[src/rtl/pipe_pkg.sv]
// Shared pipeline constants for the register-file read stage.
package pipe_pkg;

  localparam int unsigned XLEN     = 32;
  localparam int unsigned NREGS    = 32;
  localparam int unsigned AW       = $clog2(NREGS);
  localparam int unsigned ZERO_REG = 0;

endpackage

[src/rtl/regfile_read_if.sv]
// Writeback, read-request and operand-bundle signals of the register-file read stage.
interface regfile_read_if #(
  parameter int unsigned XLEN = pipe_pkg::XLEN,
  parameter int unsigned AW   = pipe_pkg::AW
);

  logic            wr_en;
  logic [AW-1:0]   wr_addr;
  logic [XLEN-1:0] wr_data;

  logic            rd_valid;
  logic            rd_ready;
  logic [AW-1:0]   rs1;
  logic [AW-1:0]   rs2;
  logic [AW-1:0]   rd_dest;

  logic            op_valid;
  logic            op_ready;
  logic [XLEN-1:0] op_a;
  logic [XLEN-1:0] op_b;
  logic [AW-1:0]   op_dest;

  modport master (
    output wr_en, wr_addr, wr_data,
    output rd_valid, rs1, rs2, rd_dest,
    input  rd_ready,
    input  op_valid, op_a, op_b, op_dest,
    output op_ready
  );

  modport slave (
    input  wr_en, wr_addr, wr_data,
    input  rd_valid, rs1, rs2, rd_dest,
    output rd_ready,
    output op_valid, op_a, op_b, op_dest,
    input  op_ready
  );

endinterface

[src/rtl/regfile_mem.sv]
// NREGS x XLEN register storage: two asynchronous read ports, one synchronous
// write port, asynchronous active-low clear; register 0 is hardwired to zero.
module regfile_mem #(
  parameter int unsigned XLEN  = pipe_pkg::XLEN,
  parameter int unsigned NREGS = pipe_pkg::NREGS,
  parameter int unsigned AW    = $clog2(NREGS)
) (
  input  logic            clk,
  input  logic            rst_n,
  input  logic            we,
  input  logic [AW-1:0]   waddr,
  input  logic [XLEN-1:0] wdata,
  input  logic [AW-1:0]   raddr_a,
  input  logic [AW-1:0]   raddr_b,
  output logic [XLEN-1:0] rdata_a,
  output logic [XLEN-1:0] rdata_b
);

  import pipe_pkg::*;

  logic [XLEN-1:0] mem [NREGS];

  logic wr_hit;
  assign wr_hit = we && (waddr != AW'(ZERO_REG)) && ({1'b0, waddr} < (AW+1)'(NREGS));

  always_ff @(posedge clk or negedge rst_n) begin
    if (!rst_n) begin
      for (int unsigned i = 0; i < NREGS; i++) begin
        mem[i] <= '0;
      end
    end else if (wr_hit) begin
      mem[waddr] <= wdata;
    end
  end

  // Out-of-range addresses (non-power-of-two NREGS) read as zero like r0.
  always_comb begin
    rdata_a = '0;
    rdata_b = '0;
    if (raddr_a != AW'(ZERO_REG) && ({1'b0, raddr_a} < (AW+1)'(NREGS))) rdata_a = mem[raddr_a];
    if (raddr_b != AW'(ZERO_REG) && ({1'b0, raddr_b} < (AW+1)'(NREGS))) rdata_b = mem[raddr_b];
  end

endmodule

[src/rtl/regfile_read.sv]
// Register-file read stage: valid/ready request in, registered operand bundle out.
// Define REGFILE_READ_BYPASS_EN to forward a same-cycle writeback into the captured operands.
module regfile_read #(
  parameter int unsigned XLEN  = pipe_pkg::XLEN,
  parameter int unsigned NREGS = pipe_pkg::NREGS
) (
  input logic           clk,
  input logic           rst_n,
  regfile_read_if.slave bus
);

  import pipe_pkg::*;

  localparam int unsigned AW = $clog2(NREGS);

  logic [XLEN-1:0] rdata_a;
  logic [XLEN-1:0] rdata_b;
  logic [XLEN-1:0] src_a;
  logic [XLEN-1:0] src_b;

  logic            valid_q;
  logic [XLEN-1:0] a_q;
  logic [XLEN-1:0] b_q;
  logic [AW-1:0]   dest_q;

  logic accept;

  regfile_mem #(
    .XLEN  (XLEN),
    .NREGS (NREGS),
    .AW    (AW)
  ) u_mem (
    .clk     (clk),
    .rst_n   (rst_n),
    .we      (bus.wr_en),
    .waddr   (bus.wr_addr),
    .wdata   (bus.wr_data),
    .raddr_a (bus.rs1),
    .raddr_b (bus.rs2),
    .rdata_a (rdata_a),
    .rdata_b (rdata_b)
  );

  assign bus.rd_ready = !valid_q || bus.op_ready;
  assign accept       = bus.rd_valid && bus.rd_ready;

`ifdef REGFILE_READ_BYPASS_EN
  logic wr_live;
  assign wr_live = bus.wr_en && (bus.wr_addr != AW'(ZERO_REG));

  always_comb begin
    src_a = rdata_a;
    src_b = rdata_b;
    if (wr_live && (bus.wr_addr == bus.rs1)) src_a = bus.wr_data;
    if (wr_live && (bus.wr_addr == bus.rs2)) src_b = bus.wr_data;
  end
`else
  assign src_a = rdata_a;
  assign src_b = rdata_b;
`endif

  // A drain without a new accept only drops valid; data stays to keep outputs quiet.
  always_ff @(posedge clk or negedge rst_n) begin
    if (!rst_n) begin
      valid_q <= 1'b0;
      a_q     <= '0;
      b_q     <= '0;
      dest_q  <= '0;
    end else if (accept) begin
      valid_q <= 1'b1;
      a_q     <= src_a;
      b_q     <= src_b;
      dest_q  <= bus.rd_dest;
    end else if (bus.op_ready) begin
      valid_q <= 1'b0;
    end
  end

  assign bus.op_valid = valid_q;
  assign bus.op_a     = a_q;
  assign bus.op_b     = b_q;
  assign bus.op_dest  = dest_q;

endmodule

[src/flat_wrapper.sv]
// flat-port wrapper written by rule: the top's interface ports become plain ports
module regfile_read_flat import pipe_pkg::*;
#(
  parameter int unsigned XLEN  = pipe_pkg::XLEN,
  parameter int unsigned NREGS = pipe_pkg::NREGS
)
  (clk, rst_n, bus_wr_en, bus_wr_addr, bus_wr_data, bus_rd_valid, bus_rs1, bus_rs2, bus_rd_dest, bus_rd_ready, bus_op_valid, bus_op_a, bus_op_b, bus_op_dest, bus_op_ready);
  regfile_read_if #(.XLEN(XLEN), .AW(5)) bus_i ();
  input logic clk;
  input logic rst_n;
  input wire logic [$bits(bus_i.wr_en)-1:0] bus_wr_en;
  input wire logic [$bits(bus_i.wr_addr)-1:0] bus_wr_addr;
  input wire logic [$bits(bus_i.wr_data)-1:0] bus_wr_data;
  input wire logic [$bits(bus_i.rd_valid)-1:0] bus_rd_valid;
  input wire logic [$bits(bus_i.rs1)-1:0] bus_rs1;
  input wire logic [$bits(bus_i.rs2)-1:0] bus_rs2;
  input wire logic [$bits(bus_i.rd_dest)-1:0] bus_rd_dest;
  output wire logic [$bits(bus_i.rd_ready)-1:0] bus_rd_ready;
  output wire logic [$bits(bus_i.op_valid)-1:0] bus_op_valid;
  output wire logic [$bits(bus_i.op_a)-1:0] bus_op_a;
  output wire logic [$bits(bus_i.op_b)-1:0] bus_op_b;
  output wire logic [$bits(bus_i.op_dest)-1:0] bus_op_dest;
  input wire logic [$bits(bus_i.op_ready)-1:0] bus_op_ready;
  assign bus_i.wr_en = bus_wr_en;
  assign bus_i.wr_addr = bus_wr_addr;
  assign bus_i.wr_data = bus_wr_data;
  assign bus_i.rd_valid = bus_rd_valid;
  assign bus_i.rs1 = bus_rs1;
  assign bus_i.rs2 = bus_rs2;
  assign bus_i.rd_dest = bus_rd_dest;
  assign bus_rd_ready = bus_i.rd_ready;
  assign bus_op_valid = bus_i.op_valid;
  assign bus_op_a = bus_i.op_a;
  assign bus_op_b = bus_i.op_b;
  assign bus_op_dest = bus_i.op_dest;
  assign bus_i.op_ready = bus_op_ready;
  regfile_read #(.XLEN(XLEN), .NREGS(NREGS)) u_core (.clk(clk), .rst_n(rst_n), .bus(bus_i));
endmodule
[config.mk]
export PLATFORM = sky130hd
export DESIGN_NAME = regfile_read_flat
export DESIGN_NICKNAME = d
export VERILOG_FILES = /design/src/rtl/pipe_pkg.sv /design/src/rtl/regfile_read_if.sv /design/src/rtl/regfile_mem.sv /design/src/rtl/regfile_read.sv /design/src/flat_wrapper.sv
export SDC_FILE = /design/constraint.sdc
export NUM_CORES = 2
export LEC_CHECK = 0
export ABC_AREA = 1
export CAP_MARGIN = 10
export CORE_MARGIN = 1.5
export CORE_UTILIZATION = 30
export DETAILED_ROUTE_END_ITERATION = 7
export PLACE_DENSITY = 0.51
export SYNTH_ARGS = -nofsm -noshare
export SYNTH_HDL_FRONTEND = slang
export SYNTH_SLANG_ARGS = --single-unit
[constraint.sdc]
create_clock -name clk -period 3.6 [get_ports clk]
set_input_delay 0.72 -clock clk [delete_from_list [all_inputs] [get_ports clk]]
set_output_delay 0.72 -clock clk [all_outputs]
set_load 0.02 [all_outputs]
==> results.toml <==
[placement]
placement.setup.worst_slack_ps = 381
placedCellCount = 10600
routabilityCongestion = 0.850
post-dp-hpwl_um = 143000
numPortBuffers = 127

[timing]
report.final.setup_viol = 0
slew_headroom_pct = 22.0
final.min_clock_period_ps = 2770
final_hold_viol_count = 0
drv_slew = 0
final.setup.tns_ps = 0
layout_worst_path_cycle_share_pct = 76.9
achievable-frequency_mhz = 361
tightestPinTransition_ps = 1170
worst_clock_skew_ps = 21.2
grt_setup_unrepaired = "false"
setup_ws_ps = 833
hold-worst-slack_ps = 396

[flow_run]
timing.max_cap.violations = 0

[floorplanning]
design.die.area_um2 = 198000
core_area_um2 = 193000
dieWidth_um = 445
initial_core_util_pct = 30.3
core.rowCount = 161
top_level_ports = 128
die_height_um = 445

[global_routing]
globalRouteOverflowTotal = 0
track_usage_pct = 25.7
grt_first_pass_wirelength_um = 380000
first_global_vias = 54600
grt_antenna_before_repair = 6
largest_net_degree_at_the_start_of_global_routing = 128

[pwr]
peakVddDrop_mv = 0.547
swShare_pct = 32.4
report.power.total_mw = 37.3
comb_power_share_pct = 19.2
power_frac_seq_pct = 43.9
power_report.internal_total_mw = 25.2
power_per_cell_area_nw_per_um2 = 554
p_sw_mw = 12.1
p_clk_share_pct = 36.9
static-leakage-power_nw = 32.0

[synth]
synth_simple_gate_area_share_pct = 36.8
fraction_of_the_mapped_netlist_area_in_compound_gates_pct = 11.2
syn_nets = 8550
ys_ff_latch = 1094
synth_area_per_cell_um2 = 6.89
post_synth_inst_count = 8493
synth_cell_types = 18
post_synth_xor_area_fraction_pct = 0
fraction_of_synthesized_area_in_multiplexers_pct = 0
ys_seq_area_share_pct = 46.8
syn_area_um2 = 58500
yosys_warnings = 0
largest_family_of_logic_cells_by_synthesized_area = "simple AND/OR/NAND/NOR gates"
yosys.area_share.adder_pct = 0

[clocking]
cts_max_level = 4
clock_path_buffers = 3
numCtsBuffers = 131
tritoncts_num_sinks = 1094
cts.repair.resized = 0
clock_insertion_delay_worst_skew_ps = 790
cts.root.buffer_cell = "sky130_fd_sc_hd__clkbuf_16"
cts.clk_slew.worst_paths_ps = 60
tritoncts = "built"

[setup_path]
path_class = "reg -> out"
crit_buf_inv = 1
category_of_the_worst_setup_path_launch_point = "flip-flop"
worst_ep_arrival_time_ps = 2050
worst_path_dominant_cell_family = "buffers and inverters"
setup.worst_path.end_class = "primary output"
crit_path_max_fanout = 2
cell_by_cell_listing_of_the_critical_path = "clkdlybuf4s50_1"
crit_path_max_incr_delay_ps = 680
required_time_reported_for_the_critical_path_endpoint_ps = 2880
cell_at_the_slowest_stage_of_the_critical_path = "sky130_fd_sc_hd__clkdlybuf4s50_1"

[final_layout]
post_route_cells_drive_above_1_share_pct = 5.76
synthToLayoutAreaGrowth_pct = 15.2
finalNetCount = 8276
final_cells = 10800

[routing]
wirelength_um = 260000
detailedRoute.firstIterationViolations = 7584
dr_total_vias = 58700
firstDrtPassIters = 7
post_drt_wl_per_cell_um = 24.0
drc = 0
detail-route-antenna-nets = 0
vias_per_cell = 5.41

[min_path]
hold_path_class = "reg -> reg"

[outcome]
run_status = "complete, no violations"
area by class of cell:
class	instances	area [um^2]
Fill cell	20400	126000
Multi-Input combinational cell	6598	28300
Sequential cell	1094	27400
Clock buffer	199	3970
Timing Repair Buffer	342	3930
Tap cell	2526	3160
Clock inverter	34	412
Inverter	52	225
Antenna cell	4	10.0
cells in the final DEF (no fill, tap or decap), drive strengths merged:
cell / synthesis / final
bufinv: 0 / 6
clkdlybuf4s50: 0 / 116
clkbuf: 683 / 199
nor2: 132 / 132
a21oi: 381 / 381
o21ai: 929 / 929
buf: 66 / 225
dlygate4sd3: 0 / 1
nor3: 10 / 10
clkinvlp: 0 / 2
dfrtp: 1094 / 1094
nand2: 3986 / 3986
clkinv: 0 / 23
nand3: 1094 / 1094
nand4: 1 / 1
nand3b: 63 / 63
inv: 52 / 55
nor4: 2 / 2
diode: 0 / 4
cell families after synthesis:
kind of cell | Yosys count
buffers and inverters | 801
AO/OA/AOI/OAI | 1310
AND/OR/NAND/NOR | 5288
flip-flops | 1094
through the flow:
step	cell area, um^2	util, %
final	67400	34.9
after CTS	67400	34.9
after global placement	63000	32.6
after global routing	67400	34.9
after floorplan	58500	-
after detailed placement	63000	32.6
synthesized netlist by cell type (all sizes together):
library cell | number | area share, %
nand2 | 3986 | 26
dfrtp | 1094 | 47
nand3 | 1094 | 9.4
o21ai | 929 | 7.9
clkbuf | 683 | 4.4
a21oi | 381 | 3.3
nor2 | 132 | 0.86
buf | 66 | 0.48
nand3b | 63 | 0.81
inv | 52 | 0.33
nor3 | 10 | 0.10
nor4 | 2 | 0.073
nand4 | 1 | 0.011
state kept, by name, summed over array words and instances, names as in the netlist:
name	cells
u_core.bus.op_a	32
u_core.bus.op_b	32
u_core.bus.op_dest	5
u_core.bus.op_valid	1
u_core.u_mem.mem	1024
power by group through the flow:
| stage | sequential, mW | combinational [mW] | clock, mW |
|---|---|---|---|
| detailed placement | 16.5 | 7.14 | 0 |
| floorplan | 16.2 | 4.55 | 0 |
| global placement | 16.5 | 7.02 | 0 |
| global route | 16.7 | 8.11 | 14.5 |
| finish | 16.4 | 7.16 | 13.8 |
| CTS | 16.3 | 7.16 | 14.0 |
path summary, 6_finish.rpt:
kind,startpoint,end,slack (ps),depth (start not counted)
setup / recovery,u_core.bus.op_b[31]$_DFFE_PN0P_,bus_op_b[31],830,1
hold / removal,u_core.u_mem.mem[1017]$_DFFE_PN0P_,u_core.u_mem.mem[1017]$_DFFE_PN0P_,400,0
hold reg to reg,u_core.u_mem.mem[1017]$_DFFE_PN0P_,u_core.u_mem.mem[1017]$_DFFE_PN0P_,400,0
max in group asynchronous,rst_n,u_core.u_mem.mem[761]$_DFFE_PN0P_,1900,3
setup reg to reg,u_core.bus.op_valid$_DFFE_PN0P_,u_core.bus.op_b[23]$_DFFE_PN0P_,1450,8
min in group asynchronous,rst_n,u_core.u_mem.mem[772]$_DFFE_PN0P_,480,2
per-layer routing:
layer	vias up	share of wire (%)	global-route usage (%)
li1	26900	-	-
met1	28300	43	35.3
met2	2948	44	39.7
met3	540	8.6	4.07
met4	4	4.4	11.3
met5	-	0.020	0
what timing repair did:
item | CTS | global route
hold buffers | 1 | 0
hold endpoints to repair | 18 | 0
setup buffers | 0 | 0
Power figures use the tool's default switching activity.
